`src/rtl/sync_fifo_flex.sv`:
```
// Single-clock FIFO with occupancy count, almost flags, optional FWFT read, sync flush and sticky errors.
// Read latency 1 (FWFT=0) or 0 (FWFT=1); writes to a full FIFO and reads from an empty one are dropped and flagged.
module sync_fifo_flex #(
  parameter int ADDR_WIDTH   = 4,
  parameter int DATA_WIDTH   = 8,
  parameter int FWFT         = 0,
  parameter int AFULL_LEVEL  = 2**ADDR_WIDTH - 2,
  parameter int AEMPTY_LEVEL = 1
) (
  input  logic                  clk,
  input  logic                  reset_n,
  input  logic                  clear,
  input  logic                  wen,
  input  logic [DATA_WIDTH-1:0] wdata,
  output logic                  wfull,
  output logic                  walmost_full,
  input  logic                  ren,
  output logic [DATA_WIDTH-1:0] rdata,
  output logic                  rempty,
  output logic                  ralmost_empty,
  output logic [ADDR_WIDTH:0]   count,
  output logic                  overflow,
  output logic                  underflow
);

  localparam int DEPTH = 2**ADDR_WIDTH;
  localparam int CW    = ADDR_WIDTH + 1;
  localparam logic [ADDR_WIDTH:0] DEPTH_C  = CW'(DEPTH);
  localparam logic [ADDR_WIDTH:0] AFULL_C  = CW'(AFULL_LEVEL);
  localparam logic [ADDR_WIDTH:0] AEMPTY_C = CW'(AEMPTY_LEVEL);

  if (ADDR_WIDTH < 1) begin : g_bad_aw
    $error("sync_fifo_flex: ADDR_WIDTH must be >= 1");
  end
  if (DATA_WIDTH < 1) begin : g_bad_dw
    $error("sync_fifo_flex: DATA_WIDTH must be >= 1");
  end
  if (FWFT != 0 && FWFT != 1) begin : g_bad_fwft
    $error("sync_fifo_flex: FWFT must be 0 or 1");
  end
  if (AFULL_LEVEL < 1 || AFULL_LEVEL > DEPTH) begin : g_bad_afull
    $error("sync_fifo_flex: AFULL_LEVEL out of range 1..DEPTH");
  end
  if (AEMPTY_LEVEL < 0 || AEMPTY_LEVEL > DEPTH - 1) begin : g_bad_aempty
    $error("sync_fifo_flex: AEMPTY_LEVEL out of range 0..DEPTH-1");
  end

  logic [DATA_WIDTH-1:0] mem_q [DEPTH];

  logic [ADDR_WIDTH-1:0] wptr_q, wptr_d;
  logic [ADDR_WIDTH-1:0] rptr_q, rptr_d;
  logic [ADDR_WIDTH:0]   count_q, count_d;
  logic                  wfull_q, wfull_d;
  logic                  rempty_q, rempty_d;
  logic                  afull_q, afull_d;
  logic                  aempty_q, aempty_d;
  logic                  ovf_q, ovf_d;
  logic                  unf_q, unf_d;
  logic                  wincr, rincr;

  // Accepts are judged against the registered flags, so a full FIFO still pops on wen&ren.
  assign wincr = wen & ~wfull_q & ~clear;
  assign rincr = ren & ~rempty_q & ~clear;

  always_comb begin
    wptr_d  = wptr_q;
    rptr_d  = rptr_q;
    count_d = count_q;
    ovf_d   = ovf_q | (wen & wfull_q);
    unf_d   = unf_q | (ren & rempty_q);
    if (wincr) wptr_d = wptr_q + 1'b1;
    if (rincr) rptr_d = rptr_q + 1'b1;
    unique case ({wincr, rincr})
      2'b10:   count_d = count_q + 1'b1;
      2'b01:   count_d = count_q - 1'b1;
      default: count_d = count_q;
    endcase
    if (clear) begin
      wptr_d  = '0;
      rptr_d  = '0;
      count_d = '0;
      ovf_d   = 1'b0;
      unf_d   = 1'b0;
    end
    wfull_d  = (count_d == DEPTH_C);
    rempty_d = (count_d == '0);
    afull_d  = (count_d >= AFULL_C);
    aempty_d = (count_d <= AEMPTY_C);
  end

  always_ff @(posedge clk or negedge reset_n) begin
    if (!reset_n) begin
      wptr_q   <= '0;
      rptr_q   <= '0;
      count_q  <= '0;
      wfull_q  <= 1'b0;
      rempty_q <= 1'b1;
      afull_q  <= 1'b0;
      aempty_q <= 1'b1;
      ovf_q    <= 1'b0;
      unf_q    <= 1'b0;
    end else begin
      wptr_q   <= wptr_d;
      rptr_q   <= rptr_d;
      count_q  <= count_d;
      wfull_q  <= wfull_d;
      rempty_q <= rempty_d;
      afull_q  <= afull_d;
      aempty_q <= aempty_d;
      ovf_q    <= ovf_d;
      unf_q    <= unf_d;
    end
  end

  always_ff @(posedge clk) begin
    if (wincr) mem_q[wptr_q] <= wdata;
  end

  if (FWFT != 0) begin : g_fwft
    assign rdata = mem_q[rptr_q];
  end else begin : g_std
    logic [DATA_WIDTH-1:0] rdata_q;
    always_ff @(posedge clk or negedge reset_n) begin
      if (!reset_n)   rdata_q <= '0;
      else if (rincr) rdata_q <= mem_q[rptr_q];
    end
    assign rdata = rdata_q;
  end

  assign wfull         = wfull_q;
  assign rempty        = rempty_q;
  assign walmost_full  = afull_q;
  assign ralmost_empty = aempty_q;
  assign count         = count_q;
  assign overflow      = ovf_q;
  assign underflow     = unf_q;

endmodule

```
`config.mk`:
```
export PLATFORM = sky130hd
export DESIGN_NAME = sync_fifo_flex
export DESIGN_NICKNAME = d
export VERILOG_FILES = /design/src/rtl/sync_fifo_flex.sv
export SDC_FILE = /design/constraint.sdc
export NUM_CORES = 1
export LEC_CHECK = 0
export CORE_ASPECT_RATIO = 1.2
export CORE_UTILIZATION = 45
export DETAILED_ROUTE_END_ITERATION = 10
export PLACE_DENSITY = 0.59
export SYNTH_ARGS = -nofsm -noshare
export SYNTH_HDL_FRONTEND = slang
export SYNTH_SLANG_ARGS = --single-unit
```
`constraint.sdc`:
```
create_clock -name clk -period 7.2 [get_ports clk]
set_clock_uncertainty 0.05 [all_clocks]
set_input_delay 0.72 -clock clk [delete_from_list [all_inputs] [get_ports clk]]
set_output_delay 0.72 -clock clk [all_outputs]
set_load 0.02 [all_outputs]
```
==> results of run 1 <==
flip-flops by register name, indices dropped and copies added (netlist names):
| signal | cells |
|---|---|
| rptr_q | 4 |
| count | 5 |
| ralmost_empty | 1 |
| mem_q | 128 |
| overflow | 1 |
| wptr_q | 4 |
| underflow | 1 |
| wfull | 1 |
| rempty | 1 |
| walmost_full | 1 |
| rdata | 8 |
final cells by class:
| type | instances | area [µm²] |
|---|---|---|
| Tap cell | 171 | 214.0 |
| Sequential cell | 155 | 4523 |
| Fill cell | 1120 | 6382 |
| Clock buffer | 17 | 425.4 |
| Inverter | 7 | 26.28 |
| Multi-Input combinational cell | 168 | 1702 |
| Timing Repair Buffer | 34 | 332.8 |
| Clock inverter | 15 | 155.1 |
worst max-delay path, cell delays in order:
cell,delay [ns]
sky130_fd_sc_hd__clkdlybuf4s50_1,0.80
sky130_fd_sc_hd__or3b_1,0.77
sky130_fd_sc_hd__inv_1,0.36
sky130_fd_sc_hd__nand2_1,0.12
sky130_fd_sc_hd__xnor2_1,0.14
sky130_fd_sc_hd__ha_1,0.23
sky130_fd_sc_hd__a21oi_1,0.22
sky130_fd_sc_hd__nor3_1,0.08
sky130_fd_sc_hd__o311ai_0,0.45
sky130_fd_sc_hd__o211a_1,0.22
sky130_fd_sc_hd__nor4b_1,0.28
where the power goes:
group / internal (mW) / leakage [nW] / switching (mW)
clock network: 0.490 / 0.291 / 0.379
registers: 1.01 / 1.51 / 0.0210
logic: 0.113 / 0.708 / 0.126
routing by layer:
| layer | vias to the layer above | global-route usage (%) |
|---|---|---|
| li1 | 1437 | - |
| met1 | 1668 | 25.13 |
| met2 | 86 | 29.51 |
| met3 | 16 | 3.510 |
| met4 | 0 | 8.333 |
| met5 | - | 0 |
metrics by stage:
stage	cells	util, %	total power [mW]
2_1_floorplan	348	-	1.185
3_3_place_gp	535	49.40	1.285
3_5_place_dp	535	49.40	1.291
4_1_cts	567	53.62	2.156
5_1_grt	567	53.62	2.207
6_report	567	53.62	2.136
worst paths after layout:
path,startpoint,end,slack [ns],cells after the start
max in group asynchronous,reset_n,rempty,6.17,2
min in group asynchronous,reset_n,rdata[2],0.62,2
hold reg to reg,rdata[4],rdata[4],0.42,2
hold / removal,rdata[4],rdata[4],0.42,2
setup / recovery,clear,wfull,3.03,11
setup reg to reg,wfull,walmost_full,3.85,7
cells by family after synthesis:
group	after synthesis
mux	42
compound gates	22
fa+ha+maj	7
buf+inv	25
flops	155
xor+xnor	10
simple gates	87
layout by cell type, fill, tap and decap left out, types with 3 or more instances in the layout:
| master | netlist | routed |
|---|---|---|
| sky130_fd_sc_hd__a21oi_1 | 5 | 5 |
| sky130_fd_sc_hd__and2_1 | 13 | 13 |
| sky130_fd_sc_hd__buf_4 | 0 | 3 |
| sky130_fd_sc_hd__clkbuf_16 | 0 | 17 |
| sky130_fd_sc_hd__clkdlybuf4s50_1 | 0 | 31 |
| sky130_fd_sc_hd__clkinv_4 | 0 | 3 |
| sky130_fd_sc_hd__dfrtp_1 | 25 | 24 |
| sky130_fd_sc_hd__edfxtp_1 | 128 | 128 |
| sky130_fd_sc_hd__ha_1 | 7 | 7 |
| sky130_fd_sc_hd__inv_1 | 7 | 7 |
| sky130_fd_sc_hd__inv_6 | 0 | 5 |
| sky130_fd_sc_hd__inv_8 | 0 | 4 |
| sky130_fd_sc_hd__mux4_2 | 40 | 40 |
| sky130_fd_sc_hd__nand2_1 | 31 | 31 |
| sky130_fd_sc_hd__nand2b_1 | 3 | 3 |
| sky130_fd_sc_hd__nand3_1 | 4 | 4 |
| sky130_fd_sc_hd__nor2_1 | 19 | 19 |
| sky130_fd_sc_hd__or2_2 | 3 | 3 |
| sky130_fd_sc_hd__xnor2_1 | 4 | 4 |
| sky130_fd_sc_hd__xor2_1 | 6 | 6 |
==> out/summary.md, run 1 <==
The critical path capture point type was a flop. The first TritonRoute pass finished after 4 iterations. For this design the ratio of total power to cell area is 289.6 mW/mm².

The overall overflow remaining after global route came out at 0. The longest clock path from root to sink contains 2 buffers. The critical path class was input pin to flop. By area, the combinational part of the netlist is dominated by multiplexers. For the Yosys warning count, the log shows 0. The path class of the tightest hold or removal check is flop to flop. The maximum operating frequency was 240.0 MHz; the number of buffers inserted by hold repair at cts was 0. The simple-gate area share of the yosys netlist was 6.655%; the die outline height was 131.8 µm.

Once layout is done, the placed cells without fillers occupy 0.007378 mm². Of all flip-flops after synthesis, the portion carrying an async set or reset was 17.42%. Entering global routing, the biggest net connects 36 pins. The run gives 0.0002028 V as the maximum VDD drop. The via count of the first global-routing pass came out at 3,339. The site row count was 47. The register bit total from synthesis was 155. Data on the critical path arrives at its endpoint at 4.41 ns. The transition at the pin with the smallest max-transition slack was 0.9632 ns; the mean post-synth cell area was 18.15 µm².

The run gives 18.65% as the total routing usage reported by global routing. After synthesis, the largest area contributor takes up 60.84% of total cell area. After detailed routing, the met3 layer carries 432 µm of wire. The number of DRC violations after detailed-routing iteration 0 is 148, and the number of I/O port buffers is 31.

The tools report the number of endpoints with negative hold slack in the final report as 0. Largest area contributor in the netlist: sky130_fd_sc_hd__edfxtp_1. The initial antenna violation count is 0, and the placed standard-cell area is 0.006798 mm².

For the maximum level of the CTS H-tree, the log shows 4. Setup violations remaining at the end of the flow were counted as 0. Number of nets with antenna violations after routing: 0. The floorplan step defined a die boundary enclosing 0.01452 mm². The die is 110.2 µm wide. Multiplexer cells account for 14.58% of the synthesized area. The commonest cells after synthesis are sky130_fd_sc_hd__edfxtp_1, sky130_fd_sc_hd__mux4_2, sky130_fd_sc_hd__nand2_1. The overall routed net length was 12.27 mm; the layout-stage area growth over the synthesis result was 16.80%. STA classifies the critical path startpoint as an input pin.

The tools report the source-to-sink clock delay at the later pin of the worst-skew pair as 0.42 ns. The root buffer cell chosen for the clock tree is sky130_fd_sc_hd__clkbuf_16. The count of inserted antenna diode cells came out at 0. By area the synthesized netlist is led by sky130_fd_sc_hd__edfxtp_1, sky130_fd_sc_hd__mux4_2, sky130_fd_sc_hd__dfrtp_1. After clock tree synthesis, the setup repair step added 0 buffers. The area of the placeable core was 0.01376 mm²; the adder-cell area share of the yosys netlist was 1.386%. Setup repair after global routing left no endpoint under its margin.

The number of max-slew violations in the final report is 0, and the number of enable flip-flop cells after synthesis is 128. Routability-driven placement finished with a final weighted congestion of 0.8016. Across the run, the number of max-cap violations was 0.

In the detailed route, the total length drawn on met2 is 6.265 mm. Headroom to the max-slew limit came out at 35.66%. The tools report the routed length on met1 as 5.313 mm. Among all flip-flop cells after synthesis, the most frequent one is sky130_fd_sc_hd__edfxtp_1.

The proportion of layout cells with a drive suffix above 1 is 21.21%. Of all nets on the critical path, the largest fanout is 21. After clock tree synthesis, the repair step resized 0 gates. Summing the sequential cell areas from Yosys gives 71.58% of the chip area.

The run finished with clean final reports. The post-route fraction of the period consumed by the critical path came out at 57.86%. sky130_fd_sc_hd__edfxtp_1 is the most common cell in the netlist. For the data required time at the worst endpoint, the log shows 7.44 ns. The tools report the clock buffer count from CTS as 17. The number of clock sinks is 155.

The synthesized netlist devotes 2.852% of its cell area to compound gates. The synthesized netlist contains 41 unique library cells. The sum of net half-perimeters after detailed placement is 8.235 mm, and the setup slack at placement is 2.670 ns. 32 I/O pins were placed. In the routed layout, each cell is associated on average with a via count of 5.656. Adding up every negative setup slack in the final design gives 0 ns.

The routed layout has 3,207 vias. The topmost layer with routed signal wires is met4. The clock-pin transition on the worst setup and hold timing paths is 0.06 ns, and the synthesized netlist cell count is 348. Wire length per cell after detailed routing: 21.65 µm. The tools report the static power due to leakage as 2.505 nW. For this configuration, the core starts out at a cell density of 45.91%.

The first-pass GRT wire length was 19.06 mm; the time the final worst path needs with I/O delays and setup was 4.166 ns. TritonCTS built the clock tree. The XOR/XNOR share of the synthesized area is 1.386%. The logs give 368 for the number of nets in the synthesized netlist and 3.034 ns for the worst setup margin. After detailed routing, the number of remaining DRC violations is 0. The post-synthesis instance area was 0.006317 mm². The tightest hold path in the finished design has a slack of 0.4234 ns.

At the end of the flow, the number of nets in the layout was 403.
(Power assumes the default switching activity.)
==> run 2, diff against run 1 <==
- clock period: 7.2 -> 4.3 ns (I/O delays scaled with it)
==> run 2 against run 1 <==
  * Via count is 0.87% lower
  * Sequential power rose by 69%
  * Global-route usage grew 0.45 points
  * Largest power group unchanged
  * Core utilization is 0.44 points higher
  * Die area did not move
  * Sequential share of layout area down 0.48 points
  * Highest routed layer unchanged
==> out/summary.md, run 2 (synthesis gave the netlist of run 1 again) <==
Maximum VDD drop: 0.0003122 V (+54%). The most common cell after layout, fill and taps aside is sky130_fd_sc_hd__edfxtp_1. The logs give 19.10% (+0.45 points) for the total routing usage reported by global routing and 0 (unchanged) for the number of instances resized during post-cts repair. Cell at the root of the clock tree: sky130_fd_sc_hd__clkbuf_16. The tools report the count of inserted antenna diode cells as 0 (unchanged).

The final count of negative-setup-slack endpoints was 0 (unchanged); the floorplan die area was 0.01452 mm² (unchanged). The DRC violation count after routing was 0 (unchanged); the fill cell total of the finished layout was 1,092 (-2.5%). The total of max-cap violations was 0 (unchanged). The library cells used most frequently in the layout, excluding fill and tap cells, are sky130_fd_sc_hd__edfxtp_1, sky130_fd_sc_hd__mux4_2, sky130_fd_sc_hd__nand2_1, sky130_fd_sc_hd__clkdlybuf4s50_1, sky130_fd_sc_hd__dfrtp_1. The worst min-delay path category is input pin to asynchronous set/reset pin. The number of DRC violations after detailed-routing iteration 0 is 322 (+120%). TritonCTS built the clock tree. The logs give 0 (unchanged) for the number of endpoints with negative hold slack in the final report and 0 (unchanged) for the number of nets with antenna violations after routing. The number of clock sinks was 155 (unchanged). The tools report the remaining max-slew budget at the tightest pin as 37.12% (+1.5 points). The overall routed net length was 12.30 mm (+0.24%).

The sum of net half-perimeters after detailed placement is 8.272 mm (+0.46%). The tools report the combinational share of power as 10.2% (-1.0 points). The number of I/O port buffers was 31 (unchanged); the share of power burned in the clock network was 43.0% (+2.3 points). Setup repair after global routing left no endpoint under its margin.

The register ranked first by flip-flop count was mem_q. The arrival time of data at the critical path endpoint is 3.60 ns (-0.81 ns), and the vias per cell is 5.597 (-1.0%). The logs give 0 (unchanged) for the initial antenna violation count and 4 (unchanged) for the maximum level of the CTS H-tree. Number of buffers on the longest clock path: 2 (unchanged). The final weighted congestion of routability-driven global placement was 0.8041 (+0.31%). The net load switching power was 0.8209 mW (+56%); the clock-pin transition on the worst setup and hold timing paths was 0.06 ns (about the same).

The static power due to leakage was 2.518 nW (+0.55%). Flip-flop count of the largest register after layout: 128 (unchanged). The run gives 0.42 ns (about the same) as the source-to-sink clock delay at the later pin of the worst-skew pair.

The portion of total power attributed to sequential cells came out at 46.7% (-1.4 points). The tools report the first-pass GRT wire length as 19.40 mm (+1.8%). For the finished layout, the period the worst path requires is 3.342 ns. The logs give 4.55 ns (-2.89 ns) for the data required time at the worst endpoint and 0 (unchanged) for the number of buffers inserted by hold repair at cts. Delay of the slowest cell on the worst path: 0.60 ns (-0.20 ns). The proportion of layout cells with a drive suffix above 1 was 20.65% (-0.56 points). Walking the worst path, the cells encountered are clkdlybuf4s50_1 > or3b_1 > inv_1 > nand2_1 > xnor2_1 > ha_1 > a21oi_1 > nor3_1 > o311ai_0 > o211a_1 > nor4b_1.

The run gives 299.3 MHz as the maximum operating frequency. Standard cell with the maximum stage delay on the critical path: sky130_fd_sc_hd__or3b_1. Clock buffer count from CTS: 17 (unchanged). The element type at the critical path start is an input pin. The overall overflow remaining after global route is 0 (unchanged). The via count was 3,179 (-0.87%). For the largest net degree at the start of global routing, the log shows 36 (unchanged).

The run gives 405 (+0.50%) as the post-layout net count. The layout-stage area growth over the synthesis result came out at 17.75%. By startpoint and endpoint, the worst setup path is classified as input pin to flop. After layout, the worst path uses 77.71% of the clock period. The transition at the pin with the smallest max-transition slack is 0.9431 ns (-0.02005 ns). The die outline height was 131.8 µm (unchanged). The number of placed I/O pins is 32 (unchanged). The area of the placeable core came out at 0.01376 mm² (unchanged). The number of gates on the worst path with buffers counted was 11 (unchanged).

The share of total power consumed by net switching came out at 22.03% (-2.6 points). Logic depth of the worst register-to-register path: 10 (+3). The kind of cell with the highest combined delay on the critical path was simple AND/OR/NAND/NOR gates.

The internal power is 2.906 mW (+80%). The number of iterations in the first detailed-routing pass is 4 (unchanged), and the number of max-slew violations in the final report is 0 (unchanged). The power per unit of standard cell area was 501.0 mW/mm² (+73%).

STA classifies the critical path endpoint as a flop. The run finished with clean final reports. The maximum fanout encountered on the critical timing path was 17 (-19%). The initial core utilization was 45.91% (unchanged). The site row count is 47 (unchanged), and the worst path buffer plus inverter count is 2 (unchanged). For the via count of the first global-routing pass, the log shows 3,306 (-0.99%).

The wire length per cell after detailed routing came out at 21.66 µm (about the same). The buffers inserted during post-CTS setup optimization was 0 (unchanged); the final total power was 3.727 mW (+74%). The width of the die was 110.2 µm (unchanged). For the final-layout setup total negative slack, the log shows 0 ns (unchanged).
[run 2: final cells by class]
type / count / area [µm²] / share of cell area (%)
Sequential cell: 155 / 4524 / 60.82
Inverter: 7 / 26.28 / 0.3532
Clock buffer: 20 / 436.7 / 5.870
Multi-Input combinational cell: 168 / 1697 / 22.81
Clock inverter: 11 / 192.7 / 2.590
Tap cell: 171 / 214.0 / 2.876
Timing Repair Buffer: 36 / 347.8 / 4.676
[run 2: per-stage QoR]
step | cell area, µm² | hold WS, ns | utilization [%] | worst slack, ns | instances
global placement | 6809 | 0.4098 | 49.48 | 0.6902 | 537
finish | 7438 | 0.4018 | 54.06 | 0.9584 | 568
detailed placement | 6809 | 0.4133 | 49.48 | 0.5965 | 537
floorplan | 6317 | 0.08441 | - | 1.419 | 348
global route | 7438 | 0.4482 | 54.06 | 0.6917 | 568
CTS | 7438 | 0.4090 | 54.06 | 1.003 | 568
[run 2: final timing paths]
check | start | slack [ns] | to
worst max-delay path | ren | 0.96 | wfull
worst min-delay path | reset_n | 0.40 | rdata[3]
worst max register to register | rempty | 1.09 | wfull
worst min register to register | rdata[7] | 0.42 | rdata[7]
max in group asynchronous | reset_n | 3.07 | rempty
min in group clk | rdata[7] | 0.42 | rdata[7]
[run 2: power groups by stage]
| stage | combinational [mW] | sequential [mW] | clock, mW |
|---|---|---|---|
| 6_report | 0.382 | 1.74 | 1.60 |
| 3_5_place_dp | 0.385 | 1.77 | 0 |
| 3_3_place_gp | 0.381 | 1.77 | 0 |
| 2_1_floorplan | 0.183 | 1.80 | 0 |
| 4_1_cts | 0.386 | 1.74 | 1.63 |
| 5_1_grt | 0.419 | 1.75 | 1.69 |
[run 2: worst reg2reg max path: stages, from the launching register on]
cell and delay [ns]:
sky130_fd_sc_hd__dfstp_2 0.38, sky130_fd_sc_hd__or3b_1 0.60, sky130_fd_sc_hd__inv_1 0.36, sky130_fd_sc_hd__nand2_1 0.11, sky130_fd_sc_hd__xnor2_1 0.14, sky130_fd_sc_hd__ha_1 0.22
sky130_fd_sc_hd__a21oi_1 0.23, sky130_fd_sc_hd__nor3_1 0.08, sky130_fd_sc_hd__o311ai_0 0.46, sky130_fd_sc_hd__o211a_1 0.23, sky130_fd_sc_hd__nor4b_1 0.24
[run 2: routing by layer]
layer,vias up,routed length (µm),global-route usage [%]
met5,-,0,0
met4,0,373,8.187
met3,21,392,4.350
met2,77,6160,30.66
met1,1640,5377,24.92
li1,1441,-,-
==> run 3, diff against run 2 <==
- clock period: 4.3 -> 3.4 ns (I/O delays scaled with it)
==> run 3 against run 2 <==
  * Worst setup slack got worse by 0.25 ns
  * Via count rose by 0.98%
  * First-iteration DRC count is 20% lower
  * Core utilization about the same
  * Combinational power rose by 32%
  * Non-clock buffer count up 7
  * Largest cell class unchanged
==> out/summary.md, run 3 (synthesis gave the netlist of run 1 again) <==
The fill cell total of the finished layout came out at 1,125 (+3.0%). Clock-pin transition on the worst setup and hold timing paths: 0.07 ns (about the same). The maximum VDD drop was 0.0003812 V (+22%); the clock buffer count from CTS was 17 (unchanged). The tools report the DRC violation count after routing as 0 (unchanged). TritonCTS built the clock tree. The tools report the data required time at the worst endpoint as 3.65 ns (-0.90 ns). The final count of negative-setup-slack endpoints was 0 (unchanged); the source-to-sink clock delay at the later pin of the worst-skew pair was 0.41 ns (about the same). The maximum level of the CTS H-tree is 4 (unchanged), and the post-layout net count is 412 (+1.7%). The element type at the critical path start is an input pin. For the total area of multi-input combinational cells, the log shows 0.001697 mm² (unchanged).

Walking the worst path, the cells encountered are clkdlybuf4s50_1 > or3b_1 > inv_1 > nand2_1 > xnor2_1 > ha_1 > a21oi_1 > nor3_1 > o311ai_0 > o211a_1 > nor4b_1. The number of instances resized during post-cts repair was 0 (unchanged); the site row count was 47 (unchanged). Largest net degree at the start of global routing: 36 (unchanged). Number of DRC violations after detailed-routing iteration 0: 259 (-20%). The final-layout setup total negative slack is 0 ns (unchanged), and the delay of the slowest cell on the worst path is 0.49 ns (-0.11 ns).

The area occupied by registers was 0.004523 mm² (about the same). The tools report the number of clock sinks as 155 (unchanged). For the finished layout, the period the worst path requires is 2.692 ns.

Setup repair after global routing left no endpoint under its margin. Timing would allow up to 371.4 MHz. The number of endpoints with negative hold slack in the final report is 0 (unchanged). The width of the die is 110.2 µm (unchanged). The library cells used most frequently in the layout, excluding fill and tap cells, are sky130_fd_sc_hd__edfxtp_1, sky130_fd_sc_hd__mux4_2, sky130_fd_sc_hd__nand2_1, sky130_fd_sc_hd__clkdlybuf4s50_1, sky130_fd_sc_hd__dfrtp_1. For the overall routed net length, the log shows 12.36 mm (+0.44%). The die outline height came out at 131.8 µm (unchanged). The run finished with clean final reports.

The number of buffers on the longest clock path came out at 2 (unchanged). The flip-flop count of the largest register after layout is 128 (unchanged), and the via count of the first global-routing pass is 3,349 (+1.3%). Final hold slack: 0.3324 ns (-0.06933 ns). The post-route fraction of the period consumed by the critical path is 79.19%.

Register ranked first by flip-flop count: mem_q. The run gives 0 (unchanged) as the total of max-cap violations. The vias per cell is 5.573 (-0.43%), and the buffers inserted during post-CTS setup optimization is 0 (unchanged). Number of max-slew violations in the final report: 0 (unchanged). The tools report the initial antenna violation count as 0 (unchanged).

The tree is rooted in a sky130_fd_sc_hd__clkbuf_16. The run gives 0 (unchanged) as the overall overflow remaining after global route. The run gives 8.502 mm (+2.8%) as the sum of net half-perimeters after detailed placement.

The run gives 0 (unchanged) as the number of buffers inserted by hold repair at cts. Critical path capture point type: a flop. The final weighted congestion of routability-driven global placement was 0.8600 (+7.0%); the total routing usage reported by global routing was 18.85% (-0.25 points). The run gives 3,210 (+0.98%) as the via count. The setup path with the least slack is of type input pin to flop.

Standard cell with the maximum stage delay on the critical path: sky130_fd_sc_hd__clkdlybuf4s50_1. The remaining max-slew budget at the tightest pin is 47.48% (+10 points), and the transition at the pin with the smallest max-transition slack is 0.7853 ns (-0.1579 ns). The floorplan die area came out at 0.01452 mm² (unchanged). The most common cell after layout, fill and taps aside was sky130_fd_sc_hd__edfxtp_1. The first-pass GRT wire length was 19.27 mm (-0.68%); the maximum fanout encountered on the critical timing path was 7 (-10). The worst path buffer plus inverter count was 2 (unchanged). The run gives 0 (unchanged) as the count of inserted antenna diode cells. The worst min-delay path category is input pin to asynchronous set/reset pin. The proportion of layout cells with a drive suffix above 1 came out at 22.47% (+1.8 points). In this design, the largest share of critical-path delay is due to compound AO/OA/AOI/OAI gates. The wire length per cell after detailed routing came out at 21.45 µm (-0.96%).

The layout-stage area growth over the synthesis result is 17.77% (about the same), and the arrival time of data at the critical path endpoint is 2.94 ns (-0.66 ns). The number of I/O port buffers works out to 31 (unchanged). The tools report the number of iterations in the first detailed-routing pass as 4 (unchanged). For the number of placed I/O pins, the log shows 32 (unchanged).

The static power due to leakage came out at 2.524 nW (+0.23%). The power per unit of standard cell area is 601.9 mW/mm² (+20%), and the number of nets with antenna violations after routing is 0 (unchanged). The area of the placeable core was 0.01376 mm² (unchanged); the initial core utilization was 45.91% (unchanged).
==> run 3: cell types whose count changed in the layout (fill, tap and decap cells not counted), sizes merged <==
cell / delta
buf: +7
bufinv: -4
clkbuf: -2
clkinv: +2
clkinvlp: +2
inv: +3
==> run 3: metrics by stage <==
stage / setup WS, ns / instance area (µm²) / instances / utilization (%) / power, mW
2_1_floorplan: 0.5708 / 6317 / 348 / - / 2.508
3_3_place_gp: 0.3530 / 6873 / 544 / 49.95 / 2.732
3_5_place_dp: 0.3192 / 6873 / 544 / 49.95 / 2.743
4_1_cts: 0.7251 / 7440 / 576 / 54.06 / 4.517
5_1_grt: 0.4831 / 7440 / 576 / 54.06 / 4.645
6_report: 0.7075 / 7440 / 576 / 54.06 / 4.478
==> run 3: power by group <==
part	total (mW)	internal, mW	leakage (nW)	switching, mW
combinational	0.504	0.250	0.753	0.254
sequential	2.19	2.13	1.51	0.0580
clock	1.78	1.02	0.266	0.761
total	4.48	3.40	2.52	1.07
==> run 3: final cells by class <==
| type | count | share of cell area (%) |
|---|---|---|
| clock inverters | 14 | 1.850 |
| inverters | 7 | 0.3532 |
| well taps | 171 | 2.876 |
| clock buffers | 18 | 5.769 |
| repair buffers | 43 | 5.550 |
| flip-flops and latches | 155 | 60.80 |
| multi-input cells | 168 | 22.81 |
==> run 3: per-layer routing <==
layer,GRT usage [%],vias up,wire length (µm)
met5,0,-,0
met4,6.360,0,108
met3,3.757,6,396
met2,30.56,72,6496
met1,25.49,1680,5355
li1,-,1452,-
==> run 3: path summary, 6_finish.rpt <==
check                           slack, ns  depth (start not counted)      from             to
worst max-delay path                 0.71                         11       ren          wfull
worst min-delay path                 0.33                          1   reset_n       rdata[1]
worst max register to register       0.76                         10    rempty          wfull
worst min register to register       0.43                          2  rdata[5]       rdata[5]
max in group asynchronous            2.27                          2   reset_n  ralmost_empty
min in group clk                     0.43                          2  rdata[5]       rdata[5]
